[src/rtl/riscv_mem_pipe.sv]
// Memory stage: ALU pass-through, or a single aligned dmem load/store with lane steering and load extension.
// Latency 1 (ALU/misaligned), 2+ (store), 3+ (load); ex_mem_ack only when idle or when the held result retires.
module riscv_mem_pipe #(
    parameter int ADDR_W = 32,
    parameter int XLEN   = 32
) (
    input  logic              clk,
    input  logic              rst,
    input  logic              ex_mem_rdy,
    output logic              ex_mem_ack,
    input  logic [1:0]        ex_mem_op,
    input  logic [1:0]        ex_mem_size,
    input  logic              ex_mem_signed,
    input  logic [ADDR_W-1:0] ex_mem_addr,
    input  logic [XLEN-1:0]   ex_mem_wdata,
    input  logic [XLEN-1:0]   ex_mem_result,
    input  logic [4:0]        ex_mem_rd,
    output logic              dmem_rdy,
    input  logic              dmem_ack,
    output logic [ADDR_W-1:0] dmem_addr,
    output logic              dmem_we,
    output logic [3:0]        dmem_be,
    output logic [XLEN-1:0]   dmem_wdata,
    input  logic              dmem_resp_vld,
    input  logic [XLEN-1:0]   dmem_rdata,
    output logic              mem_wb_rdy,
    input  logic              mem_wb_ack,
    output logic [XLEN-1:0]   mem_wb_data,
    output logic [4:0]        mem_wb_rd,
    output logic              mem_wb_err
);

    typedef enum logic [1:0] {IDLE, REQ, WAIT, OUT} state_t;

    state_t state, state_nxt;

    logic [1:0]        size_q;
    logic              signed_q;
    logic              store_q;
    logic [ADDR_W-1:0] addr_q;
    logic [XLEN-1:0]   wdata_q;
    logic [XLEN-1:0]   wb_data_q;
    logic [4:0]        wb_rd_q;
    logic              wb_err_q;

    logic              accept;
    logic              in_mem;
    logic              in_misal;
    logic [XLEN-1:0]   rdata_b;
    logic [XLEN-1:0]   rdata_h;
    logic [XLEN-1:0]   load_ext;

    assign ex_mem_ack = (state == IDLE) | ((state == OUT) & mem_wb_ack);
    assign accept     = ex_mem_rdy & ex_mem_ack;
    assign in_mem     = (ex_mem_op == 2'b01) | (ex_mem_op == 2'b10);
    // size 11 is handled as a word everywhere
    assign in_misal   = ((ex_mem_size == 2'b01) & ex_mem_addr[0]) |
                        (ex_mem_size[1] & (ex_mem_addr[1:0] != 2'b00));

    always_ff @(posedge clk) begin
        if (rst) begin
            state <= IDLE;
        end else begin
            state <= state_nxt;
        end
    end

    always_comb begin
        state_nxt = state;
        case (state)
            IDLE: begin
                if (accept) state_nxt = (in_mem & ~in_misal) ? REQ : OUT;
            end
            REQ: begin
                if (dmem_ack) state_nxt = store_q ? OUT : WAIT;
            end
            WAIT: begin
                if (dmem_resp_vld) state_nxt = OUT;
            end
            OUT: begin
                if (accept)          state_nxt = (in_mem & ~in_misal) ? REQ : OUT;
                else if (mem_wb_ack) state_nxt = IDLE;
            end
            default: state_nxt = IDLE;
        endcase
    end

    always_comb begin
        rdata_b  = dmem_rdata >> {addr_q[1:0], 3'b000};
        rdata_h  = dmem_rdata >> {addr_q[1], 4'b0000};
        load_ext = dmem_rdata;
        case (size_q)
            2'b00:   load_ext = {{(XLEN-8){signed_q & rdata_b[7]}}, rdata_b[7:0]};
            2'b01:   load_ext = {{(XLEN-16){signed_q & rdata_h[15]}}, rdata_h[15:0]};
            default: load_ext = dmem_rdata;
        endcase
    end

    always_ff @(posedge clk) begin
        if (rst) begin
            size_q    <= '0;
            signed_q  <= 1'b0;
            store_q   <= 1'b0;
            addr_q    <= '0;
            wdata_q   <= '0;
            wb_data_q <= '0;
            wb_rd_q   <= '0;
            wb_err_q  <= 1'b0;
        end else if (accept) begin
            size_q    <= ex_mem_size;
            signed_q  <= ex_mem_signed;
            store_q   <= (ex_mem_op == 2'b10);
            addr_q    <= ex_mem_addr;
            wdata_q   <= ex_mem_wdata;
            wb_rd_q   <= ex_mem_rd;
            // memory ops start with data=0 so a store or misaligned access retires 0
            wb_data_q <= in_mem ? '0 : ex_mem_result;
            wb_err_q  <= in_mem & in_misal;
        end else if ((state == WAIT) && dmem_resp_vld) begin
            wb_data_q <= load_ext;
        end
    end

    always_comb begin
        dmem_rdy   = (state == REQ);
        dmem_addr  = '0;
        dmem_we    = 1'b0;
        dmem_be    = 4'b0000;
        dmem_wdata = '0;
        if (dmem_rdy) begin
            dmem_addr = {addr_q[ADDR_W-1:2], 2'b00};
            dmem_we   = store_q;
            dmem_be   = 4'b1111;
            if (store_q) begin
                case (size_q)
                    2'b00: begin
                        dmem_be    = 4'b0001 << addr_q[1:0];
                        dmem_wdata = {4{wdata_q[7:0]}};
                    end
                    2'b01: begin
                        dmem_be    = 4'b0011 << {addr_q[1], 1'b0};
                        dmem_wdata = {2{wdata_q[15:0]}};
                    end
                    default: dmem_wdata = wdata_q;
                endcase
            end
        end
    end

    assign mem_wb_rdy  = (state == OUT);
    assign mem_wb_data = wb_data_q;
    assign mem_wb_rd   = wb_rd_q;
    assign mem_wb_err  = wb_err_q;

endmodule

[config.mk]
export PLATFORM = sky130hd
export DESIGN_NAME = riscv_mem_pipe
export DESIGN_NICKNAME = d
export VERILOG_FILES = /design/src/rtl/riscv_mem_pipe.sv
export SDC_FILE = /design/constraint.sdc
export NUM_CORES = 1
export LEC_CHECK = 0
export ABC_AREA = 0
export CAP_MARGIN = 20
export CORE_UTILIZATION = 45
export DETAILED_ROUTE_END_ITERATION = 8
export GPL_TIMING_DRIVEN = 0
export PLACE_DENSITY_LB_ADDON = 0.05
export SLEW_MARGIN = 20
export SYNTH_ARGS = -nofsm -noshare
export SYNTH_HDL_FRONTEND = slang
export SYNTH_SLANG_ARGS = --single-unit
export TNS_END_PERCENT = 30
[constraint.sdc]
create_clock -name clk -period 5.3 [get_ports clk]
set_input_delay 1.59 -clock clk [delete_from_list [all_inputs] [get_ports clk]]
set_output_delay 1.59 -clock clk [all_outputs]
set_load 0.005 [all_outputs]
Word-level counts from Yosys, hierarchy flattened
Cells that the tools add are included.

Eq/ne operators: 11. Reductions and logical operators: 6. Bitwise gates (word level): 12. Muxes and demuxes: 20. Shifts and indexed selects: 4.

Operator list (count): $mux 32 (6); $pmux 32 s2 (2); $shr 32x5->16 (1); $shr 32x5->8 (1); $mux 2 (6); $and 1x1->1 (8); $eq 2x1->1 const B (4); $mux 4 (2); $pmux 2 s4 (1); $pmux 4 s2 (1); $eq 2x2->1 const B (3); $logic_not 2->1 (2); $ne 2x2->1 const B (2); $reduce_and 4->1 (1); $reduce_bool 2->1 (2); $shl 1x2->4 const A (1); $shl 2x2->4 const A (1); $ne 3x1->1 const B (1); $or 1x1->1 (3); $mux 1 (2); $ne 2x1->1 const B (1); $logic_and 1x1->1 (1); $not 1->1 (1).

Register bits: 108. Input port bits: 144.

Depth between registers and ports, before layout
Depth in word-level cells: 8. Mapped depth: 8.

Least setup slack after synthesis
No wires, ideal clock.

Path kind: input-to-output. From: in mem_wb_ack. To: out ex_mem_ack. Data required time: 3.710 ns. Path slack: 1.799 ns. Cell stages on the path: 2. Path buffers: 0. Arrival time: 1.911 ns. Path through: and3_1 > o21bai_1.

Cells in the longest elaborated chain, start to end: 2.

Ends and longest elaborated chain: from (decl) (RTL line 27) `input logic mem_wb_ack,`; $and 1x1->1 (RTL line 53) `assign ex_mem_ack = (state == IDLE) | ((state == OUT) & mem_wb_ack);`; $or 1x1->1 (RTL line 53); to (decl) (RTL line 10) `output logic ex_mem_ack,`.

No other way between the ends.

Worst setup path in the final report
Ends and elaborated chain as after synthesis.

==> metrics.log <==
[metrics] status: complete, no violations
[metrics] critical path arrival: 2990 ps
[metrics] number of filler cells placed in the layout: roughly 1100
[metrics] Congestion Overflow GR: 0
[metrics] areal power density over the cells: 278 nW/um2
[metrics] worst flop-to-flop path endpoint: mem_wb_data[26]$_SDFFE_PP0P_
[metrics] crit-path most repeated cell: clkdlybuf4s50_1
[metrics] critical path class: input port to output port
[metrics] compound-cell area share of the yosys netlist: roughly a fifth
[metrics] maximum vdd ir drop: 153 uV
[metrics] yosys synthesis warning count: 0
[metrics] maximum clock frequency: ~220 MHz
[metrics] maximum number of pins on one net before global-route repair: 17
[metrics] buffers from clock root to sink, at most: 2
[metrics] number of buffers and inverters on the critical path: 2
[metrics] drt first-iter violations: 489
[metrics] aggregate routed wire length: 19.3 mm
[metrics] setup slack, reg-to-reg: about 3200 ps
[metrics] post-CTS setup buffers: 0
[metrics] clock transition at the register clock pins on the worst setup and hold paths after CTS: roughly 70 ps
[metrics] Worst Path Required: 3710 ps
[metrics] type of element capturing the critical path: output port
[metrics] Antenna diodes: 0
[metrics] post-cts repair resize count: 0
[metrics] adder-cell share of the synthesized area: less than 1%
[metrics] drt via density: 5.47
[metrics] worst reg2reg path depth: 5
[metrics] Synth Area per Inst: approximately 7.5 um2
[metrics] average routed wire per standard cell: between 15 and 20 um
[metrics] via total after detailed routing: 6307
[metrics] clock tree from TritonCTS: done
[metrics] CTS H-tree depth: 3
[metrics] Netlist Area Pre-Place: around 5500 um2
[metrics] startpoint of the worst-slack reg-to-reg timing path: state[1]$_SDFFE_PP0P_
[metrics] total negative setup slack: 0 ps
[metrics] critical path depth: 4
[metrics] post-route fraction of the period consumed by the critical path: between 80% and 90%
[metrics] remaining antenna violation count: 0
[metrics] share of cells above drive strength 1: under 10%
[metrics] Worst Setup Slack, final: 721 ps
[metrics] endpoint of the most critical setup path: ex_mem_ack
[metrics] most common cell after layout, fill and taps aside: clkdlybuf4s50_1
[metrics] count of hold buffers inserted by post-cts repair: 0
[metrics] number of buffers inserted during clock tree synthesis: 9
[metrics] combinational family with the most area after synthesis: simple AND/OR/NAND/NOR gates
[metrics] share of flip-flops with an asynchronous set or reset after synthesis: 0%
[metrics] Unique masters post-synth: 41
[metrics] list of cells traversed by the critical path: clkdlybuf4s50_1 -> and3_1 -> o21bai_1 -> clkdlybuf4s50_1
[metrics] Worst Clk Skew: around 5.3 ps
[metrics] Initial Utilization: between 40 and 50%
[metrics] most frequent cells in the layout: clkdlybuf4s50_1 (250), nand2_1 (177), dfxtp_1 (108)
[metrics] Least-Margin Pin Slew: approximately 870 ps
[metrics] number of port buffers: 250
[metrics] share of the synthesized netlist area taken by xor and xnor gates: 0%
[metrics] signed area change from the synthesized netlist to the final layout: 54.9%
[metrics] share of synthesized area occupied by flip-flops and latches: between 30% and 40%
[metrics] total area of multi-input combinational cells: around 3000 um2
[metrics] share of synthesized cell area in and, or, nand and nor gates: around 28%
[metrics] first element of the critical path: mem_wb_ack
[metrics] mux contribution to synthesized area: approximately 5%
[metrics] worst skew pair latency: about 350 ps
[metrics] Root Driver: clkbuf_16
[metrics] slowest CP cell: clkdlybuf4s50_1
[metrics] Die Y-Extent: 113 um
[metrics] leakage: between 0.002 and 0.003 uW
[metrics] detailed placer's ending HPWL: around 15 mm
[metrics] number of core rows: 40
[metrics] routability congestion estimate from global placement: approximately 0.89
[metrics] Worst slew margin: between 40% and 50%
[metrics] kind of path behind the tightest hold check: flop to flop
[metrics] highest fanout seen on the critical path: 4
[metrics] I/O pin total: about 250
[metrics] core area: between 10000 and 15000 um2
[metrics] Worst setup SP type: input port
[metrics] final-report hold violation count: 0
[metrics] Die Outline Area: 12700 um2
[metrics] max-slew violation count: 0
[metrics] number of synthesized flops with an enable pin: 0
[metrics] chip width: around 110 um
[metrics] crit-path max cell delay: roughly 540 ps
[metrics] leading register cell type out of synthesis: dfxtp_1
[metrics] via count of the first global-routing pass: roughly 5800
[metrics] minimum period implied by the final worst setup slack: 4580 ps
[metrics] number of cells on the worst hold path: 2
[metrics] number of nets in the layout: 1146
[metrics] antenna violations before repair: 0
[metrics] total global-route track usage: 30.3%
[metrics] clock net sink count: ~110
[metrics] max-cap check violation count: 0
[metrics] first-pass GRT wire length: 30.2 mm
[metrics] Sequential Area: about 2200 um2
[metrics] worst setup timing slack at the placement stage: approximately 760 ps
[metrics] Mapped Cells: about 740
[metrics] setup repair after global routing missed its margin: false
[metrics] drt first pass iters: 7
[metrics] Finish-stage setup viols: 0
[metrics] Top Family by Delay on Critical Path: buffers and inverters
[metrics] number of DRC violations after detailed routing: 0
[metrics] register bit count reported by yosys: approximately 110
synth_stat cells, types with 2 or more instances:
cell type  count  area (um2)
a311oi_1      24         210
nand2_1      177         664
o21ai_0       13        65.1
nand2b_1       2        12.5
buf_2         10        50.1
dfxtp_1      108        2160
clkbuf_1      46         173
nand3_1       33         165
and2_1        33         206
nor2_1        39         146
mux2i_1       23         230
nor2b_1        4        25.0
buf_4          5        37.5
nor3b_1       10        75.1
mux4_2         2        45.0
o211ai_1       8        60.1
and3_1        10        62.6
a32oi_1       15         131
o2111ai_1      9        78.8
nor3_1        24         120
inv_1         14        52.6
buf_6          3        33.8
buf_1          4        15.0
o22ai_1        2        12.5
a21oi_1      105         526
how the worst min path moves through the flow:
stage | end | start
2_1_floorplan | addr_q[10]$_SDFFE_PP0N_ | addr_q[10]$_SDFFE_PP0N_
3_3_place_gp | addr_q[27]$_SDFFE_PP0N_ | addr_q[27]$_SDFFE_PP0N_
3_5_place_dp | addr_q[16]$_SDFFE_PP0N_ | addr_q[16]$_SDFFE_PP0N_
4_1_cts | addr_q[3]$_SDFFE_PP0N_ | addr_q[3]$_SDFFE_PP0N_
5_1_grt | mem_wb_err$_SDFFE_PP0N_ | mem_wb_err$_SDFFE_PP0N_
6_report | addr_q[4]$_SDFFE_PP0N_ | addr_q[4]$_SDFFE_PP0N_
per-layer routing:
metal	vias to the layer above	part of all wire, %	wire length (um)	track usage (%)
li1	3086	-	-	-
met1	2898	42	8120	38.7
met2	288	47	9000	50.0
met3	35	8.6	1660	6.16
met4	0	2.9	561	12.8
met5	-	0	0	0
final cells by class:
class	count	area share (%)
clock inverter	3	0.790
multi-input combinational	549	35.1
tap	147	2.15
inverter	15	0.659
timing repair buffer	250	29.3
buffer	68	3.62
clock buffer	13	3.16
sequential	108	25.3
logic make-up (layout without fill, tap and decap cells):
logic type,after synthesis,count (layout)
simple gates,337,337
compound gates,184,184
flops,108,108
buf+inv,83,349
mux,25,25
fa+ha+maj,1,1
other cells,1,2
worst min-delay path, cell delays in order, from the launching register on:
cell,delay (ps)
dfxtp_1,310
nand2_1,50
a21oi_1,50
where the power goes:
group	switching [uW]	internal, uW	total, uW
logic	336	324	660
registers	49.9	894	944
clock network	315	454	769
through the flow:
step	power, uW	cell area (um2)	cells	util, %	hold WS (ps)
2_1_floorplan	1290	5520	740	-	432
3_3_place_gp	1610	8210	1137	68.6	438
3_5_place_dp	1610	8210	1137	68.6	443
4_1_cts	2370	8550	1153	71.5	453
5_1_grt	2470	8550	1153	71.5	463
6_report	2370	8550	1153	71.5	450
registers in the layout (all words and copies together), names as in the netlist:
signal and cells:
store_q 1, size_q 2, mem_wb_data 32, wdata_q 32
mem_wb_err 1, addr_q 32, mem_wb_rd 5, state 2
signed_q 1
Note: power is estimated with default switching activity, not from simulation.
==> edit: new RTL, config.mk and constraints unchanged <==
The parameter `ADDR_W` goes from 32 to 48.
--- a/src/rtl/riscv_mem_pipe.sv
+++ b/src/rtl/riscv_mem_pipe.sv
@@ -1,7 +1,7 @@
 // Memory stage: ALU pass-through, or a single aligned dmem load/store with lane steering and load extension.
 // Latency 1 (ALU/misaligned), 2+ (store), 3+ (load); ex_mem_ack only when idle or when the held result retires.
 module riscv_mem_pipe #(
-    parameter int ADDR_W = 32,
+    parameter int ADDR_W = 48,
     parameter int XLEN   = 32
 ) (
     input  logic              clk,
Ports: changed (resized dmem_addr and ex_mem_addr); port bits go from 254 to 286. The function was not compared with the original's and may differ.
==> edit against the original RTL <==
- register-to-register slack got worse by 270 ps
- total power up 30%
- wire length increased by 9.2%
- combinational power is 36% higher
- synthesized area rose by 9.2%
- non-clock buffer count rose by 35
- final area up 12%
- cell count up 12%
- critical path depth rose by 3
- worst setup slack gained 14 ps
- sequential cell count is 16 higher
- fmax grew 0.31%
- critical path type is now flip-flop to primary output
==> edit: results (changes against the original RTL) <==
- Met3 Use GR: 0.0824 (was 0.0616)
- Area post-placement: 0.00907 mm^2 (was 0.00821 mm^2)
- Synth Area in Adders: 0.00208 (was 0.00227)
- Slew @ Worst Pin: 899 ps (was 869 ps)
- Status: finished, final reports clean (unchanged)
- Iteration-0 DRC Markers: 513 (was 489)
- Worst R2R Path Depth: 8 (was 5)
- PortBufs: 282 (was 250)
- Routability congestion estimate: 0.863 (was 0.887)
- TritonCTS Buffers: 17 (was 9)
- Total Routed Length: 21100 um (was 19300 um)
- Worst vdd ir: 0.244 mV (was 0.153 mV)
- Grt met2 use: 0.494 (was 0.500)
- Total length of routed met3 wires: 1790 um (was 1660 um)
- Hold Crit Start: addr_q[9]$_SDFFE_PP0N_ (was addr_q[4]$_SDFFE_PP0N_)
- Switching share of power: 0.305 (was 0.295)
- Wirelength per Cell: 16.3 um (was 16.8 um)
- Cells after DPL: 1264 (was 1137)
- Most common library cells after synthesis: nand2_1, a21oi_1, dfxtp_1 (was nand2_1, dfxtp_1, a21oi_1)
- Vias in the first global route: 6398 (was 5825)
- Post-synthesis mux area share: 0.0473 (was 0.0499)
- TritonRoute pass-1 iters: 5 (was 7)
- GR met1 Demand/Resource: 0.380 (was 0.387)
- Distinct cells, synth: 44 (was 41)
- Metal2 WL: 9770 um (was 9000 um)
- WHS Endpoint: addr_q[9]$_SDFFE_PP0N_ (was addr_q[4]$_SDFFE_PP0N_)
- Top cells by area, synth: dfxtp_1, nand2_1, a21oi_1, and2_1, mux2i_1 (was dfxtp_1, nand2_1, a21oi_1, mux2i_1, a311oi_1)
- Worst-skew pair later-pin latency: 420 ps (was 350 ps)
- Vias per inst: 5.27 (was 5.47)
- Post-DP HPWL: 15600 um (was 14600 um)
- Share of layout cells above drive strength 1: 0.0481 (was 0.0417)
- DP Worst Slack: 759 ps (was 756 ps)
- Leakage: 3.45 nW (was 3.00 nW)
- Flop-to-flop setup slack: 2930 ps (was 3200 ps)
- Worst-path clk slew: 50 ps (was 70 ps)
- Synth Area in Compound Gates: 0.213 (about the same)
- Total global routing track utilization: 0.306 (was 0.303)
- Post-synthesis sequential area ratio: 0.412 (was 0.392)
- Initial antenna violation count: 1 (was 0)
edit: cell types whose count changed after synthesis, moves of 16 or more:
cell and delta:
nand3_1 -30, nor2_1 +21, nand2_1 +29, a311oi_1 -24, dfxtp_1 +16, a21oi_1 +27
a22oi_1 +23
edit: power groups by stage:
| stage | combinational, mW | clock, mW | sequential [mW] |
|---|---|---|---|
| after floorplan | 0.468 | 0 | 1.13 |
| after global placement | 0.876 | 0 | 1.14 |
| final | 0.896 | 1.07 | 1.12 |
| after CTS | 0.894 | 1.08 | 1.12 |
| after detailed placement | 0.886 | 0 | 1.14 |
| after global routing | 0.980 | 1.13 | 1.14 |
edit: logic make-up after synthesis:
family                   after synthesis
flip-flops                           124
other                                  1
multiplexers                          27
buffers and inverters                 80
AND/OR/NAND/NOR                      367
adder cells (fa/ha/maj)                1
AO/OA/AOI/OAI                        209
edit: worst max-delay path by stage:
stage	startpoint	to	slack, ps
after global routing	state[0]$_SDFFE_PP0P_	dmem_wdata[6]	580
after global placement	mem_wb_ack	ex_mem_ack	770
after CTS	mem_wb_ack	ex_mem_ack	750
final	size_q[1]$_SDFFE_PP0N_	dmem_wdata[28]	740
after floorplan	mem_wb_ack	ex_mem_ack	1890
after detailed placement	mem_wb_ack	ex_mem_ack	760
edit: layout make-up:
type	count	area (um^2)
Multi-Input combinational cell	606	3210
Inverter	9	33.8
Tap cell	172	215
Clock inverter	7	66.3
Buffer	71	304
Timing Repair Buffer	282	2820
Clock buffer	24	472
Antenna cell	1	2.50
Fill cell	1045	3210
Sequential cell	124	2480
edit: critical path, cell delays in order, from the launching register on:
cell and delay (ps):
dfxtp_1 410, clkbuf_1 390, clkbuf_1 400, clkbuf_1 530
nor2_1 150, a21oi_1 160, nor2_1 50, clkdlybuf4s50_1 450
